[src/rtl/ysyx_25040105_ifu_axil.sv]
// Multi-cycle instruction fetch unit: one AXI4-Lite read per instruction, valid/ready hand-off to the IDU.
// Optional performance counters are enabled by defining YSYX_25040105_IFU_PERF_EN.
module ysyx_25040105_ifu_axil #(
  parameter logic [31:0] RESET_PC = 32'h8000_0000
) (
  input  logic        clk,
  input  logic        rst,
  // AXI4-Lite read channels
  output logic [31:0] araddr,
  output logic        arvalid,
  input  logic        arready,
  input  logic [31:0] rdata,
  input  logic [1:0]  rresp,
  input  logic        rvalid,
  output logic        rready,
  // Instruction hand-off toward the IDU
  output logic        out_valid,
  input  logic        out_ready,
  output logic [31:0] out_pc,
  output logic [31:0] out_inst,
  output logic        out_fault,
  // Next-PC return path from execute/write-back
  input  logic        wb_valid,
  input  logic [31:0] wb_next_pc,
  output logic [31:0] perf_fetch_cnt,
  output logic [31:0] perf_stall_cyc,
  output logic [1:0]  dbg_state
);

  // Handshakes: a transfer happens on a rising edge where valid && ready are both 1;
  // a valid, once raised, holds with its payload stable until that edge.
  typedef enum logic [1:0] {
    S_AR   = 2'd0,
    S_R    = 2'd1,
    S_OUT  = 2'd2,
    S_WAIT = 2'd3
  } state_t;

  state_t      r_state;
  state_t      w_next_state;
  logic [31:0] r_pc;
  logic [31:0] r_inst;
  logic        r_fault;
  logic        w_r_hs;
  logic        w_wb_take;
  logic        w_wb_misaligned;

  assign w_r_hs          = (r_state == S_R) && rvalid;
  assign w_wb_take       = (r_state == S_WAIT) && wb_valid;
  assign w_wb_misaligned = (wb_next_pc[1:0] != 2'b00);

  // Handshake outputs depend only on r_state, never combinationally on an input.
  always_comb begin
    w_next_state = r_state;
    arvalid      = 1'b0;
    rready       = 1'b0;
    out_valid    = 1'b0;
    case (r_state)
      S_AR: begin
        arvalid = 1'b1;
        if (arready) w_next_state = S_R;
      end
      S_R: begin
        rready = 1'b1;
        if (rvalid) w_next_state = S_OUT;
      end
      S_OUT: begin
        out_valid = 1'b1;
        if (out_ready) w_next_state = S_WAIT;
      end
      S_WAIT: begin
        if (wb_valid) w_next_state = w_wb_misaligned ? S_OUT : S_AR;
      end
      default: w_next_state = S_AR;
    endcase
  end

  always_ff @(posedge clk) begin
    if (rst) begin
      r_state <= S_AR;
      r_pc    <= RESET_PC;
      r_inst  <= 32'h0;
      r_fault <= 1'b0;
    end else begin
      r_state <= w_next_state;
      if (w_r_hs) begin
        r_inst  <= rdata;
        r_fault <= (rresp != 2'b00);
      end
      if (w_wb_take) begin
        r_pc <= wb_next_pc;
        // A misaligned target is reported as a fault without touching the bus.
        if (w_wb_misaligned) begin
          r_inst  <= 32'h0;
          r_fault <= 1'b1;
        end
      end
    end
  end

  assign araddr    = r_pc;
  assign out_pc    = r_pc;
  assign out_inst  = r_inst;
  assign out_fault = r_fault;
  assign dbg_state = r_state;

`ifdef YSYX_25040105_IFU_PERF_EN
  logic [31:0] r_fetch_cnt;
  logic [31:0] r_stall_cyc;

  always_ff @(posedge clk) begin
    if (rst) begin
      r_fetch_cnt <= 32'h0;
      r_stall_cyc <= 32'h0;
    end else begin
      if (w_r_hs) r_fetch_cnt <= r_fetch_cnt + 32'd1;
      if ((r_state == S_AR) || (r_state == S_R)) r_stall_cyc <= r_stall_cyc + 32'd1;
    end
  end

  assign perf_fetch_cnt = r_fetch_cnt;
  assign perf_stall_cyc = r_stall_cyc;
`else
  assign perf_fetch_cnt = 32'h0;
  assign perf_stall_cyc = 32'h0;
`endif

endmodule

[config.mk]
export PLATFORM = sky130hd
export DESIGN_NAME = ysyx_25040105_ifu_axil
export DESIGN_NICKNAME = d
export VERILOG_FILES = /design/src/rtl/ysyx_25040105_ifu_axil.sv
export SDC_FILE = /design/constraint.sdc
export NUM_CORES = 1
export LEC_CHECK = 0
export ABC_AREA = 1
export BUFFER_PORTS_ARGS = -buffer_cell sky130_fd_sc_hd__buf_2
export CELL_PAD_IN_SITES_DETAIL_PLACEMENT = 1
export CELL_PAD_IN_SITES_GLOBAL_PLACEMENT = 1
export CORE_ASPECT_RATIO = 0.7
export CORE_MARGIN = 10
export CORE_UTILIZATION = 25
export CTS_CLUSTER_DIAMETER = 40
export DETAILED_ROUTE_END_ITERATION = 16
export GPL_TIMING_DRIVEN = 0
export HOLD_SLACK_MARGIN = 0.02
export PLACE_DENSITY = 0.8
export SETUP_SLACK_MARGIN = 0.1
export SKIP_CTS_REPAIR_TIMING = 1
export SKIP_LAST_GASP = 1
export SYNTH_ARGS = -nofsm -noshare
export SYNTH_HDL_FRONTEND = slang
export SYNTH_SLANG_ARGS = --single-unit
[constraint.sdc]
create_clock -name clk -period 1.2 [get_ports clk]
set_input_delay 0 -clock clk [delete_from_list [all_inputs] [get_ports clk]]
set_output_delay 0 -clock clk [all_outputs]
set_load 0.03 [all_outputs]
==> impl_metrics.csv <==
group,metric,value,unit
status,status,"finished with violations",
status,violations,"negative hold slack, negative setup slack",
floorplanning,io_pins,238,
sta,final_hold_viol_count,2,
setup_path,critPathCaptureType,"flip-flop",
sta,fin_ws,-0.158,ns
clock_network,clock_sink_count,67,
logic_synthesis,synth-seq-cells,67,
grt,grtUsageMet1,14.3,%
setup_path,ff2ff_path_depth,7,
setup_path,cp_max_fo,8,
placement,port_buffers,173,
grt,top_usage_layer,"met2",
finish,drive_gt1_share,45.3,%
finish,multi_input_area,1520,µm²
power,p_leak,3.72,nW
finish,regArea,1350,µm²
power,p_per_area,1590,nW/µm²
clock_network,clk_pin_slew_worst_paths,0.06,ns
power,vdd_drop_max,0.688,mV
sta,setup-violations-final,64,
setup_path,crit_buf_inv,3,
detailed_routing,dr.pass1.iters,4,
clock_network,cts_root_buf,"clkbuf_16",
floorplanning,num_rows,35,
setup_path,timing.critical_path.slowest_stage_cell,"dfxtp_4",
floorplanning,die_w,160,µm
grt,use_met2,21.4,%
sta,slew_viol_final,0,
grt,grt_max_degree,12,
clock_network,clk_path_buf_depth,2,
setup_path,path_class,"flip-flop to flip-flop",
sta,min_period,1.36,ns
clock_network,cts_inserted_buffers,9,
finish,fillers,1700,
finish,utilization,47.3,%
logic_synthesis,synth_cells,477,
grt,grt_remaining_overflow,0,
setup_path,path_depth,7,
sta,whs,-0.0216,ns
setup_path,path_delay_family,"simple AND/OR/NAND/NOR gates",
setup_path,critPathRequiredTime,1.42,ns
setup_path,startpoint_type,"flip-flop",
grt,grt_pass1_wl,19600,µm
setup_path,critical_path.most_common_cell,"nor2_1",
min_path,hold_path_class,"primary input to flip-flop",
floorplanning,die_h,118,µm
grt,track_usage,12.8,%
placement,hpwl,10500,µm
sta,tightest_slew,0.527,ns
setup_path,crit_chain,"buf_12 > nand2_8 > nor2_8 > clkinv_8 > buf_8 > nor2_1 > nor2_1",
detailed_routing,avgViaCountPerCell,3.87,
clock_network,cts_max_level,3,
floorplanning,core_area,13300,µm²
grt,grtUsageMet3,6.36,%
clock_network,clock_latency,0.33,ns
placement,post-place-ws,-0.172,ns
logic_synthesis,yosys_warnings,0,
logic_synthesis,seq_area_frac_synth,39.2,%
detailed_routing,wl_per_cell,15.8,µm
detailed_routing,vias,3873,
detailed_routing,route.detailed.drc,0,
sta,max_clock_freq,0.736,GHz
placement,gp_congestion,0.725,
logic_synthesis,syn_area,3430,µm²
sta,finClkSkew,0.00334,ns
run,drv_cap,0,
min_path,whs_path_depth,5,
floorplanning,initial_core_util,25.8,%
sta,fin_crit_sh,113,%
logic_synthesis,ys_types,19,
floorplanning,dieArea,18900,µm²
finish,syn_to_final_growth,83.1,%
clock_network,cts_tree,"built",
grt,grt_pass1_vias,3623,
finish,finalNetCount,879,
setup_path,cp.arrival,1.58,ns
sta,slew_headroom,64.9,%
logic_synthesis,synth_area_per_cell,7.18,µm²
setup_path,max_stage_delay,0.36,ns
detailed_routing,drtAntennaViolNets,0,
sta,rsz0062_at_grt,"yes",
detailed_routing,drt_iter0_drc,98,
detailed_routing,finalWirelength,15800,µm
grt,antenna_found_initial,4,
==> power by group <==
part | internal, W | switching (W) | leakage (nW)
clock network | 0.00185 | 0.000985 | 0.157
logic | 0.00168 | 0.00266 | 3.02
registers | 0.00255 | 0.000233 | 0.545
total | 0.00607 | 0.00387 | 3.72
==> cells by family after synthesis <==
| kind of cell | Yosys count | share of synthesized area (%) |
|---|---|---|
| AOI/OAI and AO/OA | 35 | 5.51 |
| other | 1 | 0.109 |
| and+or+nand+nor | 216 | 24.8 |
| DFF | 67 | 39.2 |
| buffers and inverters | 158 | 30.4 |
==> layer usage <==
| layer | vias to the layer above | wire length, µm |
|---|---|---|
| met1 | 1795 | 6060 |
| met3 | 18 | 1100 |
| met2 | 130 | 8400 |
| met4 | 0 | 198 |
| li1 | 1930 | - |
| met5 | - | 0 |
==> worst reg2reg max path, stage by stage, from the launching register on <==
cell      delay [ns]
dfxtp_4         0.36
buf_12          0.13
nand2_8         0.06
nor2_8          0.21
clkinv_8        0.14
buf_8           0.17
nor2_1          0.13
nor2_1          0.06
==> layout make-up <==
class,count,share of cell area (%)
multi-input combinational,316,24.3
antenna,3,0.120
timing repair buffer,255,27.3
sequential,67,21.5
clock inverter,3,0.678
inverter,43,2.81
clock buffer,13,4.49
buffer,115,15.1
tap,185,3.69
==> through the flow <==
| stage | cell area (µm²) | setup TNS [ns] | cells | hold slack (ns) | total power [W] |
|---|---|---|---|---|---|
| finish | 6270 | -5.07 | 1000 | -0.0216 | 0.00995 |
| global route | 6270 | -9.61 | 1000 | 0.0272 | 0.0105 |
| CTS | 5120 | -6.23 | 914 | -0.127 | 0.00920 |
| detailed placement | 4790 | -6.00 | 898 | 0.230 | 0.00631 |
| global placement | 4790 | -5.12 | 898 | 0.218 | 0.00626 |
| floorplan | 3690 | -0.647 | 540 | 0.126 | 0.00535 |
==> flip-flops by register name, indices dropped and copies added, names as in the netlist <==
| register | flops |
|---|---|
| araddr | 32 |
| out_fault | 1 |
| out_inst | 32 |
| dbg_state | 2 |
==> final timing paths <==
path | start | slack [ns] | end
worst min register to register | araddr[31] | 0.51 | araddr[31]
worst max-delay path | dbg_state[0] | -0.16 | araddr[9]
worst max register to register | dbg_state[0] | -0.16 | araddr[9]
worst min-delay path | rdata[10] | -0.02 | out_inst[10]
==> synthesized netlist by cell type <==
master / number / share of area [%]
nor2_8: 1 / 0.58
nand3_1: 6 / 0.88
nand2_1: 138 / 15
buf_2: 2 / 0.29
inv_1: 40 / 4.4
nor2_4: 1 / 0.33
inv_2: 3 / 0.33
nor2_1: 67 / 7.3
dfxtp_1: 67 / 39
or2_1: 1 / 0.18
nand2_2: 2 / 0.37
buf_6: 9 / 3.0
buf_4: 101 / 22
conb_1: 1 / 0.11
a21oi_1: 1 / 0.15
clkbuf_1: 3 / 0.33
o21ai_0: 32 / 4.7
o21bai_1: 1 / 0.22
a21oi_4: 1 / 0.47
==> cells in the final DEF, fill, tap and decap left out, types with 2 or more instances in the layout <==
master         Yosys  layout
buf_8              0       5
diode_2            0       3
buf_6              9      13
dfxtp_4            0       2
o21ai_0           32      30
conb_1             1      64
nor2_2             0       8
inv_1             40      40
dfxtp_1           67      65
nand3_1            6       4
nor2_4             1      24
clkbuf_8           0       2
buf_2              2     171
nor2_1            67      37
buf_4            101     110
clkbuf_16          0      13
clkbuf_1           3       4
buf_12             0       2
nand2_2            2       5
nand2_1          138     132
dlygate4sd3_1      0      63
nand2_4            0       2
nand3_2            0       2
o21ai_1            0       2
Note: power is estimated with default switching activity, not from simulation.
